$ cat src/rtl/dbg_loader_if.sv
// Byte stream in, status byte out and debug memory/CPU-reset port of dbg_loader.
// master = loader side, slave = UART/SoC side.
interface dbg_loader_if;
    // rx: rx_valid is a one-cycle strobe with no back-pressure.
    // tx: a byte moves when tx_valid && tx_ready on a rising clk edge. tx_valid
    //     and tx_data hold steady until that edge.
    logic [7:0]  rx_data;
    logic        rx_valid;
    logic [7:0]  tx_data;
    logic        tx_valid;
    logic        tx_ready;
    logic        dbg_mem_op;
    logic [3:0]  dbg_wren;
    logic [31:0] dbg_adr;
    logic [31:0] dbg_do;
    logic        cpu_n_reset;
    logic        overrun;

    modport master (
        input  rx_data, rx_valid, tx_ready,
        output tx_data, tx_valid, dbg_mem_op, dbg_wren, dbg_adr, dbg_do,
               cpu_n_reset, overrun
    );

    modport slave (
        output rx_data, rx_valid, tx_ready,
        input  tx_data, tx_valid, dbg_mem_op, dbg_wren, dbg_adr, dbg_do,
               cpu_n_reset, overrun
    );
endinterface

$ cat src/rtl/dbg_loader.sv
// Serial debug loader: W/H/R host commands drive the debug memory port and CPU reset.
// Optional DBG_LOADER_CHECKSUM_EN adds an XOR checksum byte to every W frame.
module dbg_loader #(
    parameter int HOLD_CYCLES    = 4,
    parameter int TIMEOUT_CYCLES = 100000,
    parameter int BOOT_HALTED    = 0
) (
    input  logic         clk,
    input  logic         n_reset,
    dbg_loader_if.master bus,
    output logic [2:0]   state_o
);
    localparam logic [2:0] ST_IDLE  = 3'd0;
    localparam logic [2:0] ST_ADDR  = 3'd1;
    localparam logic [2:0] ST_DATA  = 3'd2;
`ifdef DBG_LOADER_CHECKSUM_EN
    localparam logic [2:0] ST_CSUM  = 3'd3;
`endif
    localparam logic [2:0] ST_WRITE = 3'd4;
    localparam logic [2:0] ST_RESP  = 3'd5;

    localparam logic [7:0] CMD_W = 8'h57;
    localparam logic [7:0] CMD_H = 8'h48;
    localparam logic [7:0] CMD_R = 8'h52;
    localparam logic [7:0] ACK   = 8'h06;
    localparam logic [7:0] NAK   = 8'h15;

    localparam int TW = $clog2(TIMEOUT_CYCLES + 1);
    localparam int HW = $clog2(HOLD_CYCLES + 1);
    localparam logic [TW-1:0] TMO_LAST  = TW'(TIMEOUT_CYCLES - 1);
    localparam logic [HW-1:0] HOLD_LAST = HW'(HOLD_CYCLES - 1);

    logic [2:0]    state_q, state_d;
    logic [1:0]    cnt_q, cnt_d;
    logic [31:0]   adr_q, adr_d;
    logic [31:0]   data_q, data_d;
    logic [TW-1:0] tmo_q, tmo_d;
    logic [HW-1:0] hold_q, hold_d;
    logic [7:0]    tx_data_q, tx_data_d;
    logic          tx_valid_q, tx_valid_d;
    logic          cpu_q, cpu_d;
    logic          mem_op_q, mem_op_d;
    logic          overrun_q, overrun_d;
    logic          in_frame;
    logic          launch;
`ifdef DBG_LOADER_CHECKSUM_EN
    logic [7:0]    csum_q, csum_d;

    assign in_frame = (state_q == ST_ADDR) || (state_q == ST_DATA) || (state_q == ST_CSUM);
`else
    assign in_frame = (state_q == ST_ADDR) || (state_q == ST_DATA);
`endif

    always_comb begin
        state_d    = state_q;
        cnt_d      = cnt_q;
        adr_d      = adr_q;
        data_d     = data_q;
        tmo_d      = tmo_q;
        hold_d     = hold_q;
        tx_data_d  = tx_data_q;
        tx_valid_d = tx_valid_q;
        cpu_d      = cpu_q;
        mem_op_d   = mem_op_q;
        overrun_d  = bus.rx_valid && ((state_q == ST_WRITE) || (state_q == ST_RESP));
        launch     = 1'b0;
`ifdef DBG_LOADER_CHECKSUM_EN
        csum_d     = csum_q;
`endif

        // Inter-byte idle watchdog; a stalled host frame is dropped without a reply.
        if (in_frame) begin
            if (bus.rx_valid) begin
                tmo_d = '0;
            end else if (tmo_q == TMO_LAST) begin
                state_d = ST_IDLE;
                tmo_d   = '0;
            end else begin
                tmo_d = tmo_q + TW'(1);
            end
        end

        case (state_q)
            ST_IDLE: begin
                if (bus.rx_valid) begin
                    if (bus.rx_data == CMD_W) begin
                        state_d = ST_ADDR;
                        cnt_d   = 2'd0;
                        tmo_d   = '0;
`ifdef DBG_LOADER_CHECKSUM_EN
                        csum_d  = 8'h00;
`endif
                    end else begin
                        state_d    = ST_RESP;
                        tx_valid_d = 1'b1;
                        tx_data_d  = ACK;
                        if (bus.rx_data == CMD_H)      cpu_d = 1'b0;
                        else if (bus.rx_data == CMD_R) cpu_d = 1'b1;
                        else                           tx_data_d = NAK;
                    end
                end
            end
            ST_ADDR: begin
                if (bus.rx_valid) begin
                    adr_d[{cnt_q, 3'b000} +: 8] = bus.rx_data;
                    cnt_d = cnt_q + 2'd1;
`ifdef DBG_LOADER_CHECKSUM_EN
                    csum_d = csum_q ^ bus.rx_data;
`endif
                    if (cnt_q == 2'd3) state_d = ST_DATA;
                end
            end
            ST_DATA: begin
                if (bus.rx_valid) begin
                    data_d[{cnt_q, 3'b000} +: 8] = bus.rx_data;
                    cnt_d = cnt_q + 2'd1;
`ifdef DBG_LOADER_CHECKSUM_EN
                    csum_d = csum_q ^ bus.rx_data;
                    if (cnt_q == 2'd3) state_d = ST_CSUM;
`else
                    if (cnt_q == 2'd3) launch = 1'b1;
`endif
                end
            end
`ifdef DBG_LOADER_CHECKSUM_EN
            ST_CSUM: begin
                if (bus.rx_valid) begin
                    if (bus.rx_data == csum_q) begin
                        launch = 1'b1;
                    end else begin
                        state_d    = ST_RESP;
                        tx_valid_d = 1'b1;
                        tx_data_d  = NAK;
                    end
                end
            end
`endif
            ST_WRITE: begin
                if (hold_q == HOLD_LAST) begin
                    mem_op_d   = 1'b0;
                    state_d    = ST_RESP;
                    tx_valid_d = 1'b1;
                    tx_data_d  = ACK;
                end else begin
                    hold_d = hold_q + HW'(1);
                end
            end
            ST_RESP: begin
                if (bus.tx_ready) begin
                    tx_valid_d = 1'b0;
                    state_d    = ST_IDLE;
                end
            end
            default: state_d = ST_IDLE;
        endcase

        // Address is complete once the frame is; unaligned words are refused.
        if (launch) begin
            if (adr_q[1:0] != 2'b00) begin
                state_d    = ST_RESP;
                tx_valid_d = 1'b1;
                tx_data_d  = NAK;
            end else begin
                state_d  = ST_WRITE;
                mem_op_d = 1'b1;
                hold_d   = '0;
            end
        end
    end

    always_ff @(posedge clk or negedge n_reset) begin
        if (!n_reset) begin
            state_q    <= ST_IDLE;
            cnt_q      <= 2'd0;
            adr_q      <= 32'h0;
            data_q     <= 32'h0;
            tmo_q      <= '0;
            hold_q     <= '0;
            tx_data_q  <= 8'h00;
            tx_valid_q <= 1'b0;
            cpu_q      <= (BOOT_HALTED == 0);
            mem_op_q   <= 1'b0;
            overrun_q  <= 1'b0;
`ifdef DBG_LOADER_CHECKSUM_EN
            csum_q     <= 8'h00;
`endif
        end else begin
            state_q    <= state_d;
            cnt_q      <= cnt_d;
            adr_q      <= adr_d;
            data_q     <= data_d;
            tmo_q      <= tmo_d;
            hold_q     <= hold_d;
            tx_data_q  <= tx_data_d;
            tx_valid_q <= tx_valid_d;
            cpu_q      <= cpu_d;
            mem_op_q   <= mem_op_d;
            overrun_q  <= overrun_d;
`ifdef DBG_LOADER_CHECKSUM_EN
            csum_q     <= csum_d;
`endif
        end
    end

    assign bus.tx_data     = tx_data_q;
    assign bus.tx_valid    = tx_valid_q;
    assign bus.dbg_mem_op  = mem_op_q;
    assign bus.dbg_wren    = {4{mem_op_q}};
    assign bus.dbg_adr     = adr_q;
    assign bus.dbg_do      = data_q;
    assign bus.cpu_n_reset = cpu_q;
    assign bus.overrun     = overrun_q;
    assign state_o         = state_q;
endmodule

$ cat src/flat_wrapper.sv
// flat-port wrapper written by rule: the top's interface ports become plain ports
module dbg_loader_flat 
#(
    parameter int HOLD_CYCLES    = 4,
    parameter int TIMEOUT_CYCLES = 100000,
    parameter int BOOT_HALTED    = 0
)
  (clk, n_reset, state_o, bus_rx_data, bus_rx_valid, bus_tx_ready, bus_tx_data, bus_tx_valid, bus_dbg_mem_op, bus_dbg_wren, bus_dbg_adr, bus_dbg_do, bus_cpu_n_reset, bus_overrun);
  dbg_loader_if bus_i ();
  input  logic clk;
  input  logic n_reset;
  output logic [2:0] state_o;
  input wire logic [$bits(bus_i.rx_data)-1:0] bus_rx_data;
  input wire logic [$bits(bus_i.rx_valid)-1:0] bus_rx_valid;
  input wire logic [$bits(bus_i.tx_ready)-1:0] bus_tx_ready;
  output wire logic [$bits(bus_i.tx_data)-1:0] bus_tx_data;
  output wire logic [$bits(bus_i.tx_valid)-1:0] bus_tx_valid;
  output wire logic [$bits(bus_i.dbg_mem_op)-1:0] bus_dbg_mem_op;
  output wire logic [$bits(bus_i.dbg_wren)-1:0] bus_dbg_wren;
  output wire logic [$bits(bus_i.dbg_adr)-1:0] bus_dbg_adr;
  output wire logic [$bits(bus_i.dbg_do)-1:0] bus_dbg_do;
  output wire logic [$bits(bus_i.cpu_n_reset)-1:0] bus_cpu_n_reset;
  output wire logic [$bits(bus_i.overrun)-1:0] bus_overrun;
  assign bus_i.rx_data = bus_rx_data;
  assign bus_i.rx_valid = bus_rx_valid;
  assign bus_i.tx_ready = bus_tx_ready;
  assign bus_tx_data = bus_i.tx_data;
  assign bus_tx_valid = bus_i.tx_valid;
  assign bus_dbg_mem_op = bus_i.dbg_mem_op;
  assign bus_dbg_wren = bus_i.dbg_wren;
  assign bus_dbg_adr = bus_i.dbg_adr;
  assign bus_dbg_do = bus_i.dbg_do;
  assign bus_cpu_n_reset = bus_i.cpu_n_reset;
  assign bus_overrun = bus_i.overrun;
  dbg_loader #(.HOLD_CYCLES(HOLD_CYCLES), .TIMEOUT_CYCLES(TIMEOUT_CYCLES), .BOOT_HALTED(BOOT_HALTED)) u_core (.clk(clk), .n_reset(n_reset), .bus(bus_i), .state_o(state_o));
endmodule
$ cat config.mk
export PLATFORM = sky130hd
export DESIGN_NAME = dbg_loader_flat
export DESIGN_NICKNAME = d
export VERILOG_FILES = /design/src/rtl/dbg_loader_if.sv /design/src/rtl/dbg_loader.sv /design/src/flat_wrapper.sv
export SDC_FILE = /design/constraint.sdc
export NUM_CORES = 1
export LEC_CHECK = 0
export CORE_ASPECT_RATIO = 0.75
export CORE_UTILIZATION = 49
export DETAILED_ROUTE_END_ITERATION = 8
export HOLD_SLACK_MARGIN = 0.05
export PLACE_DENSITY = 0.77
export SLEW_MARGIN = 20
export SYNTH_ARGS = -nofsm -noshare
export SYNTH_HDL_FRONTEND = slang
export SYNTH_SLANG_ARGS = --single-unit
$ cat constraint.sdc
create_clock -name clk -period 2.5 [get_ports clk]
set_clock_uncertainty 0.05 [all_clocks]
set_input_delay 0.25 -clock clk [delete_from_list [all_inputs] [get_ports clk]]
set_output_delay 0.25 -clock clk [all_outputs]
set_load 0.03 [all_outputs]
==> reports/metrics.csv, run 1 <==
metric,value,unit
status,finished clean,
holdBufCountCts,1,
grt_pass1_vias,3784,
relSlewSlack,62.4,%
cp-end-kind,flop,
cts.sinks,101,
rows,29,
grt_usage,25.9,%
ir_drop,0.496,mV
mostFrequentLayoutCell,nand2_1,
antenna_found_initial,0,
cts.clk_slew.worst_paths,70,ps
synth_xor_area_share,0.387,%
hpwl,8440,µm
postCtsSetupBuffers,0,
die_x,113,µm
ant_nets,0,
die_area,0.00962,mm²
layout_common_cells,"128 x nand2_1, 100 x dfrtp_1, 93 x clkdlybuf4s50_1",
drive_gt1_share,8.33,%
vias_per_cell,5.72,
use_met3,5.71,%
finalCritPeriodShare,87.6,%
critPathKind,flop to flop,
required,2690,ps
power.leakage,2.52,nW
synth_compound_area_share,14.3,%
cp_top_family,simple AND/OR/NAND/NOR gates,
syn-num-nets,499,
start_util,51.9,%
gp_congestion,0.845,
rrSetupSlack,310,ps
cts_buffer_depth,2,
drc,0,
ys_seq_area_share,55.9,%
yosysTopAreaCell,dfrtp_1,
place_ws,175,ps
maxCapViolCount,0,
die_y,85.2,µm
tightest_slew,565,ps
fin_crit,2190,ps
drtPass1Iterations,5,
syn2layout_area_growth,31.8,%
io_pins,95,
cts.repair.resized,0,
p_per_area,1060,mW/mm²
drt_iter0_markers,369,
worstSkewPairLatency,340,ps
critPathBufInv,0,
avgSynthCellArea,9.40,µm²
grtUsageMet1,38.6,%
yosys.area_share.simple,23.5,%
synthMuxAreaShare,0.941,%
grt_pass1_wl,19200,µm
grt_busiest_layer,met2,
rsz0062_at_grt,no,
cp_max_fo,13,
finish.net_count,601,
synth_adder_area_share,1.66,%
crit_arrival,2380,ps
hp-class,input port to async pin,
synth_flop_cell,dfrtp_1,
drv_slew,0,
synthCells,481,
setup_viol,0,
root_buffer,clkbuf_16,
synth_top_family_by_area,simple AND/OR/NAND/NOR gates,
finalWirelength,11800,µm
cpPeakStageDelay,620,ps
final.setup.worst_slack,311,ps
hold_violations,0,
tritoncts,built,
ys_ff_latch,101,
io_buffers,94,
yosys-top-cells-area,"dfrtp_1 55%, nand2_1 11%, o21ai_0 8.4%, ha_1 1.7%, nor2_1 1.7%",
numCtsBuffers,9,
tns,0,ps
grt_remaining_overflow,0,
yosysUniqueCellTypes,54,
synth_top_area_share,55.3,%
vias,3979,
fin_hold_ws,385,ps
fp.coreArea,0.00871,mm²
slowest_stage,dfrtp_1,
post_drt_wl_per_cell,17.0,µm
clock.fmax,457,MHz
n_antenna_cell,0,
h-tree-depth,3,
async_flop_share,100,%
crit_chain,or2b_1 -> or3_1 -> nor2_1 -> nor3_1 -> and2_1,
grt_max_degree,58,
met2_usage,38.9,%
ys_warn_count,0,
cp-start-kind,flop,
syn_area,0.00452,mm²
synth-edff-count,0,
fillers,690,
[cell type report]
class	instances	area, µm²	area share, %
clock inverter	7	86.3	1.45
sequential	101	2530	42.4
timing repair buffer	116	1120	18.8
inverter	6	22.5	0.378
clock buffer	9	225	3.78
multi-input combinational	349	1850	31.0
tap	108	135	2.27
[layer usage]
layer	part of all wire, %	up-vias
li1	-	1872
met1	48	1959
met5	0	-
met3	5.4	10
met4	0.81	0
met2	46	138
[power breakdown]
| group | internal (W) | leakage [nW] | switching [W] |
|---|---|---|---|
| clock | 0.000802 | 0.151 | 0.000661 |
| sequential | 0.00199 | 1.35 | 0.000353 |
| combinational | 0.000992 | 1.02 | 0.00149 |
[final timing paths]
kind                       depth (start not counted)              startpoint                     end
max                                                5       u_core.state_o[1]   u_core.bus.tx_data[5]
min reg2reg                                        2  u_core.bus.dbg_adr[20]  u_core.bus.dbg_adr[20]
max in group asynchronous                          3                 n_reset  u_core.bus.cpu_n_reset
min in group clk                                   2  u_core.bus.dbg_adr[20]  u_core.bus.dbg_adr[20]
max reg2reg                                        5       u_core.state_o[1]   u_core.bus.tx_data[5]
min                                                2                 n_reset        u_core.hold_q[0]
[sequential cells by signal, summed over array words and instances (netlist names)]
| signal | cells |
|---|---|
| u_core.bus.dbg_adr | 32 |
| u_core.state_o | 3 |
| u_core.cnt_q | 2 |
| u_core.tmo_q | 17 |
| u_core.hold_q | 3 |
| u_core.bus.dbg_do | 32 |
| u_core.bus.tx_valid | 1 |
| u_core.bus.dbg_mem_op | 1 |
| u_core.bus.cpu_n_reset | 1 |
| u_core.bus.overrun | 1 |
| u_core.bus.tx_data | 8 |
[through the flow]
stage	instance area, µm²	utilization [%]	power [W]	instances
floorplan	4520	-	0.00382	481
global placement	5640	64.8	0.00475	679
detailed placement	5640	64.8	0.00483	679
CTS	5960	68.5	0.00631	696
global route	5960	68.5	0.00661	696
finish	5960	68.5	0.00629	696
[cells in the mapped netlist (2+ instances only)]
cell type / number
nand2_1: 128
dfrtp_1: 100
o21ai_0: 76
nor2_1: 20
a21oi_1: 14
clkbuf_1: 13
nor3_1: 10
nand3_1: 9
and2_1: 7
a31oi_1: 6
buf_2: 6
ha_1: 6
inv_1: 6
nand4_1: 6
or4_1: 6
nor3b_1: 5
or3_1: 5
and4_1: 4
buf_4: 4
a21o_1: 3
and3_1: 3
nand2b_1: 3
o32ai_1: 3
a22oi_1: 2
mux2_2: 2
mux2i_1: 2
nand3b_1: 2
nor4b_1: 2
o211ai_1: 2
o31ai_1: 2
[logic make-up after synthesis]
family                     Yosys count
buffers and inverters               31
DFF                                101
xor gates and xnor gates             2
and+or+nand+nor                    221
AOI/OAI and AO/OA                  116
adders and majority gates            6
muxes                                4
Power figures use the tool's default switching activity.
==> run 2: changes to the inputs <==
--- a/config.mk
+++ b/config.mk
@@ -8,6 +8,7 @@
 export CORE_ASPECT_RATIO = 0.75
 export CORE_UTILIZATION = 49
 export DETAILED_ROUTE_END_ITERATION = 8
+export GPL_TIMING_DRIVEN = 0
 export HOLD_SLACK_MARGIN = 0.05
 export PLACE_DENSITY = 0.77
 export SLEW_MARGIN = 20
==> reports/metrics.csv, run 2 (synthesis gave the netlist of run 1 again) <==
metric,value,unit,change
seq_area,0.00253,mm²,unchanged
drive_gt1_share,6.59,%,-1.7 points
numCtsBuffers,9,,unchanged
grt_usage,27.4,%,+1.5 points
slowest_stage,nor4b_1,,
placed_cells,683,,+0.59%
path_common_cell,clkbuf_1,,
cpPeakStageDelay,580,ps,-40 ps
grt_remaining_overflow,0,,unchanged
power.leakage,2.47,nW,-2.0%
finish.net_count,605,,+0.67%
p_clk_share,21.0,%,-2.2 points
ir_drop,0.606,mV,+22%
drt_iter0_markers,360,,-2.4%
drc,0,,unchanged
hpwl,8870,µm,+5.0%
layout_common_cells,"128 x nand2_1, 100 x dfrtp_1, 92 x clkdlybuf4s50_1",,
seqPwrFrac,37.3,%,about the same
die_y,85.2,µm,unchanged
instances_no_fill,700,,+0.57%
cp_max_fo,10,,-3
hp-class,input port to flop,,
hold_violations,0,,unchanged
fin_hold_ws,298,ps,-86.5 ps
maxCapViolCount,0,,unchanged
finalWirelength,12400,µm,+4.8%
tritoncts,built,,
setup_viol,0,,unchanged
crit_chain,clkbuf_1 -> nor4b_1 -> and2_1 -> clkbuf_1 -> nor2_1,,
rows,29,,unchanged
root_buffer,clkbuf_16,,
fin_crit,2250,ps,+57.4 ps
finalCritPeriodShare,89.9,%,+2.3 points
fillers,691,,+0.14%
clock.fmax,445,MHz,-2.6%
io_buffers,93,,-1.1%
crit_arrival,2400,ps,+20 ps
grt_pass1_wl,20200,µm,+5.0%
h-tree-depth,3,,unchanged
grt_pass1_vias,3943,,+4.2%
p_per_area,1040,mW/mm²,-1.5%
die_x,113,µm,unchanged
rsz0062_at_grt,no,,
gp_congestion,0.892,,+5.5%
vias,4074,,+2.4%
final.setup.worst_slack,253,ps,-57.4 ps
ff2ff_path_depth,5,,unchanged
status,finished clean,,
switchingPower,0.00246,W,-1.9%
relSlewSlack,36.3,%,-26 points
cp-end-kind,flop,,
p_int,0.00367,W,-3.0%
p_sw_share,40.1,%,+0.27 points
cp-start-kind,flop,,
cts.clk_slew.worst_paths,70,ps,about the same
die_area,0.00962,mm²,unchanged
place_ws,5.71,ps,-169 ps
cts.repair.resized,0,,unchanged
comb_power_share,41.6,%,+2.1 points
drtPass1Iterations,5,,unchanged
io_pins,95,,unchanged
tightest_slew,953,ps,+389 ps
mostFrequentLayoutCell,nand2_1,,
postCtsSetupBuffers,0,,unchanged
worstSkewPairLatency,340,ps,about the same
post_drt_wl_per_cell,17.7,µm,+4.3%
cts.sinks,101,,unchanged
n_antenna_cell,0,,unchanged
critPathKind,flop to flop,,
grt_max_degree,62,,+6.9%
cts_buffer_depth,2,,unchanged
syn2layout_area_growth,30.4,%,
antenna_found_initial,0,,unchanged
fp.coreArea,0.00871,mm²,unchanged
ant_nets,0,,unchanged
place_area,0.00562,mm²,-0.42%
drv_slew,0,,unchanged
multi_input_area,0.00185,mm²,unchanged
required,2650,ps,-40 ps
hold_depth,3,,
holdBufCountCts,1,,unchanged
final_area,0.00590,mm²,-1.1%
vias_per_cell,5.82,,+1.8%
start_util,51.9,%,unchanged
## run 2: cell types whose count changed in the layout (fill, tap and decap cells not counted), sizes merged
cell           previous run  this run
clkinv                    0         2
bufinv                    1         0
clkbuf                    9        26
buf                      22        13
clkdlybuf4s50            93        92
clkinvlp                  1         2
inv                      11         6
## run 2: routing by layer
metal  global-route usage, %  wire, µm
met5                       0         0
met1                    39.7      5830
met2                    41.6      5630
met4                    8.13       183
met3                    6.07       760
## run 2: worst max-delay path: cells and delay by family, from the launching register on
kind                   cells  cell delay [ps]
buffers and inverters      2              690
and+or+nand+nor            3              920
DFF                        1              440
## run 2: through the flow
stage,power [W],utilization (%),TNS (ps)
floorplan,0.00382,-,0
detailed placement,0.00485,64.5,0
finish,0.00613,67.7,0
CTS,0.00616,67.7,0
global route,0.00647,67.7,0
global placement,0.00475,64.2,-252220
## run 2: area by class of cell
type	instances	area share, %
well taps	108	2.29
clock buffers	12	4.18
multi-input cells	349	31.3
plain buffers	25	2.12
flip-flops and latches	101	42.9
clock inverters	4	0.424
inverters	6	0.382
repair buffers	95	16.4
## run 2: worst paths after layout
kind | startpoint | endpoint | slack [ps]
max reg2reg | u_core.state_o[0] | u_core.tmo_q[16] | 250
min reg2reg | u_core.bus.tx_data[2] | u_core.bus.tx_data[2] | 420
max | u_core.state_o[0] | u_core.tmo_q[16] | 250
min in group asynchronous | n_reset | u_core.bus.tx_data[5] | 330
max in group asynchronous | n_reset | u_core.bus.dbg_adr[19] | 1440
min | bus_rx_data[1] | u_core.bus.cpu_n_reset | 300
## run 2: power by group through the flow
stage | sequential, W | combinational, W | clock [W]
after floorplan | 0.00280 | 0.00102 | 0
after global placement | 0.00230 | 0.00245 | 0
after detailed placement | 0.00231 | 0.00254 | 0
final | 0.00229 | 0.00255 | 0.00129
after CTS | 0.00229 | 0.00256 | 0.00131
after global routing | 0.00233 | 0.00276 | 0.00138
==> run 3: changes to the inputs <==
--- a/config.mk
+++ b/config.mk
@@ -6,11 +6,11 @@
 export NUM_CORES = 1
 export LEC_CHECK = 0
 export CORE_ASPECT_RATIO = 0.75
-export CORE_UTILIZATION = 49
+export CORE_UTILIZATION = 51
 export DETAILED_ROUTE_END_ITERATION = 8
 export GPL_TIMING_DRIVEN = 0
 export HOLD_SLACK_MARGIN = 0.05
-export PLACE_DENSITY = 0.77
+export PLACE_DENSITY = 0.8
 export SLEW_MARGIN = 20
 export SYNTH_ARGS = -nofsm -noshare
 export SYNTH_HDL_FRONTEND = slang
==> reports/metrics.csv, run 3 (synthesis gave the netlist of run 1 again) <==
metric,value,unit,change
status,finished clean,,
ir_drop,0.717,mV,+18%
rows,29,,unchanged
drive_gt1_share,6.77,%,+0.18 points
drc,0,,unchanged
cp-end-kind,flop,,
die_y,83.5,µm,-1.9%
grt_pass1_wl,19700,µm,-2.4%
grt_pass1_vias,3801,,-3.6%
rsz0062_at_grt,yes,,
vias_per_cell,5.75,,-1.3%
critPathKind,flop to flop,,
p_sw_share,39.6,%,-0.52 points
h-tree-depth,3,,unchanged
seqPwrFrac,36.8,%,-0.5 points
root_buffer,clkbuf_16,,
mostFrequentLayoutCell,nand2_1,,
gp_congestion,0.906,,+1.6%
rrSetupSlack,200,ps,-60 ps
tightest_slew,1020,ps,+66.2 ps
numCtsBuffers,9,,unchanged
hold_violations,0,,unchanged
layout_common_cells,"128 x nand2_1, 100 x dfrtp_1, 92 x clkdlybuf4s50_1",,
final_area,0.00592,mm²,+0.38%
finalPower,0.00621,W,+1.3%
die_x,111,µm,-1.9%
io_pins,95,,unchanged
postCtsSetupBuffers,0,,unchanged
p_int,0.00375,W,+2.2%
required,2700,ps,+50 ps
placed_cells,683,,unchanged
fin_crit,2300,ps,+56.4 ps
post_drt_wl_per_cell,17.1,µm,-3.7%
grt_remaining_overflow,0,,unchanged
cts.clk_slew.worst_paths,70,ps,about the same
cp_max_fo,8,,-2
drv_slew,0,,unchanged
setup_viol,0,,unchanged
power.leakage,2.48,nW,+0.52%
finalWirelength,11900,µm,-3.9%
relSlewSlack,31.9,%,-4.4 points
drt_iter0_markers,328,,-8.9%
finalCritPeriodShare,92.1,%,+2.3 points
cts_buffer_depth,2,,unchanged
p_per_area,1050,mW/mm²,+0.90%
cp-start-kind,flop,,
instances_no_fill,699,,-0.14%
syn2layout_area_growth,30.9,%,
worstSkewPairLatency,330,ps,about the same
drtPass1Iterations,5,,unchanged
p_clk_share,22.0,%,+1.0 points
die_area,0.00925,mm²,-3.8%
hpwl,8470,µm,-4.5%
switchingPower,0.00246,W,about the same
antenna_found_initial,0,,unchanged
tns,0,ps,unchanged
place_area,0.00562,mm²,unchanged
startpoint,u_core.cnt_q[0],,
comb_power_share,41.2,%,-0.4 points
grt_max_degree,80,,+29%
maxCapViolCount,0,,unchanged
vias,4016,,-1.4%
crit_arrival,2510,ps,+110 ps
io_buffers,93,,unchanged
fp.coreArea,0.00853,mm²,-2.1%
finish.net_count,605,,unchanged
tritoncts,built,,
n_antenna_cell,0,,unchanged
reg2reg_from,u_core.cnt_q[0],,
clock.fmax,434,MHz,-2.4%
hp-class,input port to flop,,
grt_usage,26.9,%,-0.46 points
cts.sinks,101,,unchanged
start_util,53.0,%,+1.1 points
ant_nets,0,,unchanged
worstHoldStart,bus_rx_data[1],,
-- run 3: what timing repair did --
action / 4_1_cts / 5_1_grt
hold endpoints to repair: 22 / 0
endpoints found under the setup margin: 0 / 13
hold buffers: 1 / 0
gates resized for setup: 0 / 1
-- run 3: worst max-delay path, stage by stage (launching register included) --
cell and delay (ps):
dfrtp_1 440, inv_1 140, ha_1 360, nor3b_1 840
nand2_1 170, o21ai_0 210
-- run 3: layout make-up --
| type | instances | area [µm²] |
|---|---|---|
| Clock inverter | 5 | 60.1 |
| Timing Repair Buffer | 95 | 970 |
| Inverter | 6 | 22.5 |
| Tap cell | 108 | 135 |
| Fill cell | 635 | 2610 |
| Buffer | 25 | 125 |
| Clock buffer | 10 | 229 |
| Sequential cell | 101 | 2530 |
| Multi-Input combinational cell | 349 | 1850 |
-- run 3: worst paths after layout --
check	endpoint	cells past startpoint
setup reg to reg	u_core.bus.dbg_do[10]	5
min in group asynchronous	u_core.bus.dbg_adr[30]	2
max in group asynchronous	u_core.bus.cpu_n_reset	3
hold reg to reg	u_core.bus.dbg_adr[13]	2
setup / recovery	u_core.bus.dbg_do[10]	5
hold / removal	u_core.bus.cpu_n_reset	3
-- run 3: layer usage --
metal,vias to the layer above,wire (µm),global-route usage [%],part of all wire [%]
li1,1882,-,-,-
met5,-,0,0,0
met4,0,158,6.91,1.3
met2,154,5460,40.1,46
met1,1964,5510,40.0,46
met3,16,801,5.95,6.7
-- run 3: metrics by stage --
| step | hold slack (ps) | setup WS (ps) | util [%] |
|---|---|---|---|
| 2_1_floorplan | -95.6 | 500 | - |
| 3_3_place_gp | 404 | -2530 | 65.5 |
| 3_5_place_dp | 66.6 | 21.4 | 65.9 |
| 4_1_cts | 216 | 236 | 69.4 |
| 5_1_grt | 247 | -23.7 | 69.4 |
| 6_report | 221 | 197 | 69.4 |
-- run 3: power by group through the flow --
stage	Sequential, W	Clock [W]	Combinational (W)
2_1_floorplan	0.00280	0	0.00102
3_3_place_gp	0.00229	0	0.00245
3_5_place_dp	0.00230	0	0.00253
4_1_cts	0.00228	0.00139	0.00255
5_1_grt	0.00233	0.00145	0.00278
6_report	0.00229	0.00137	0.00256
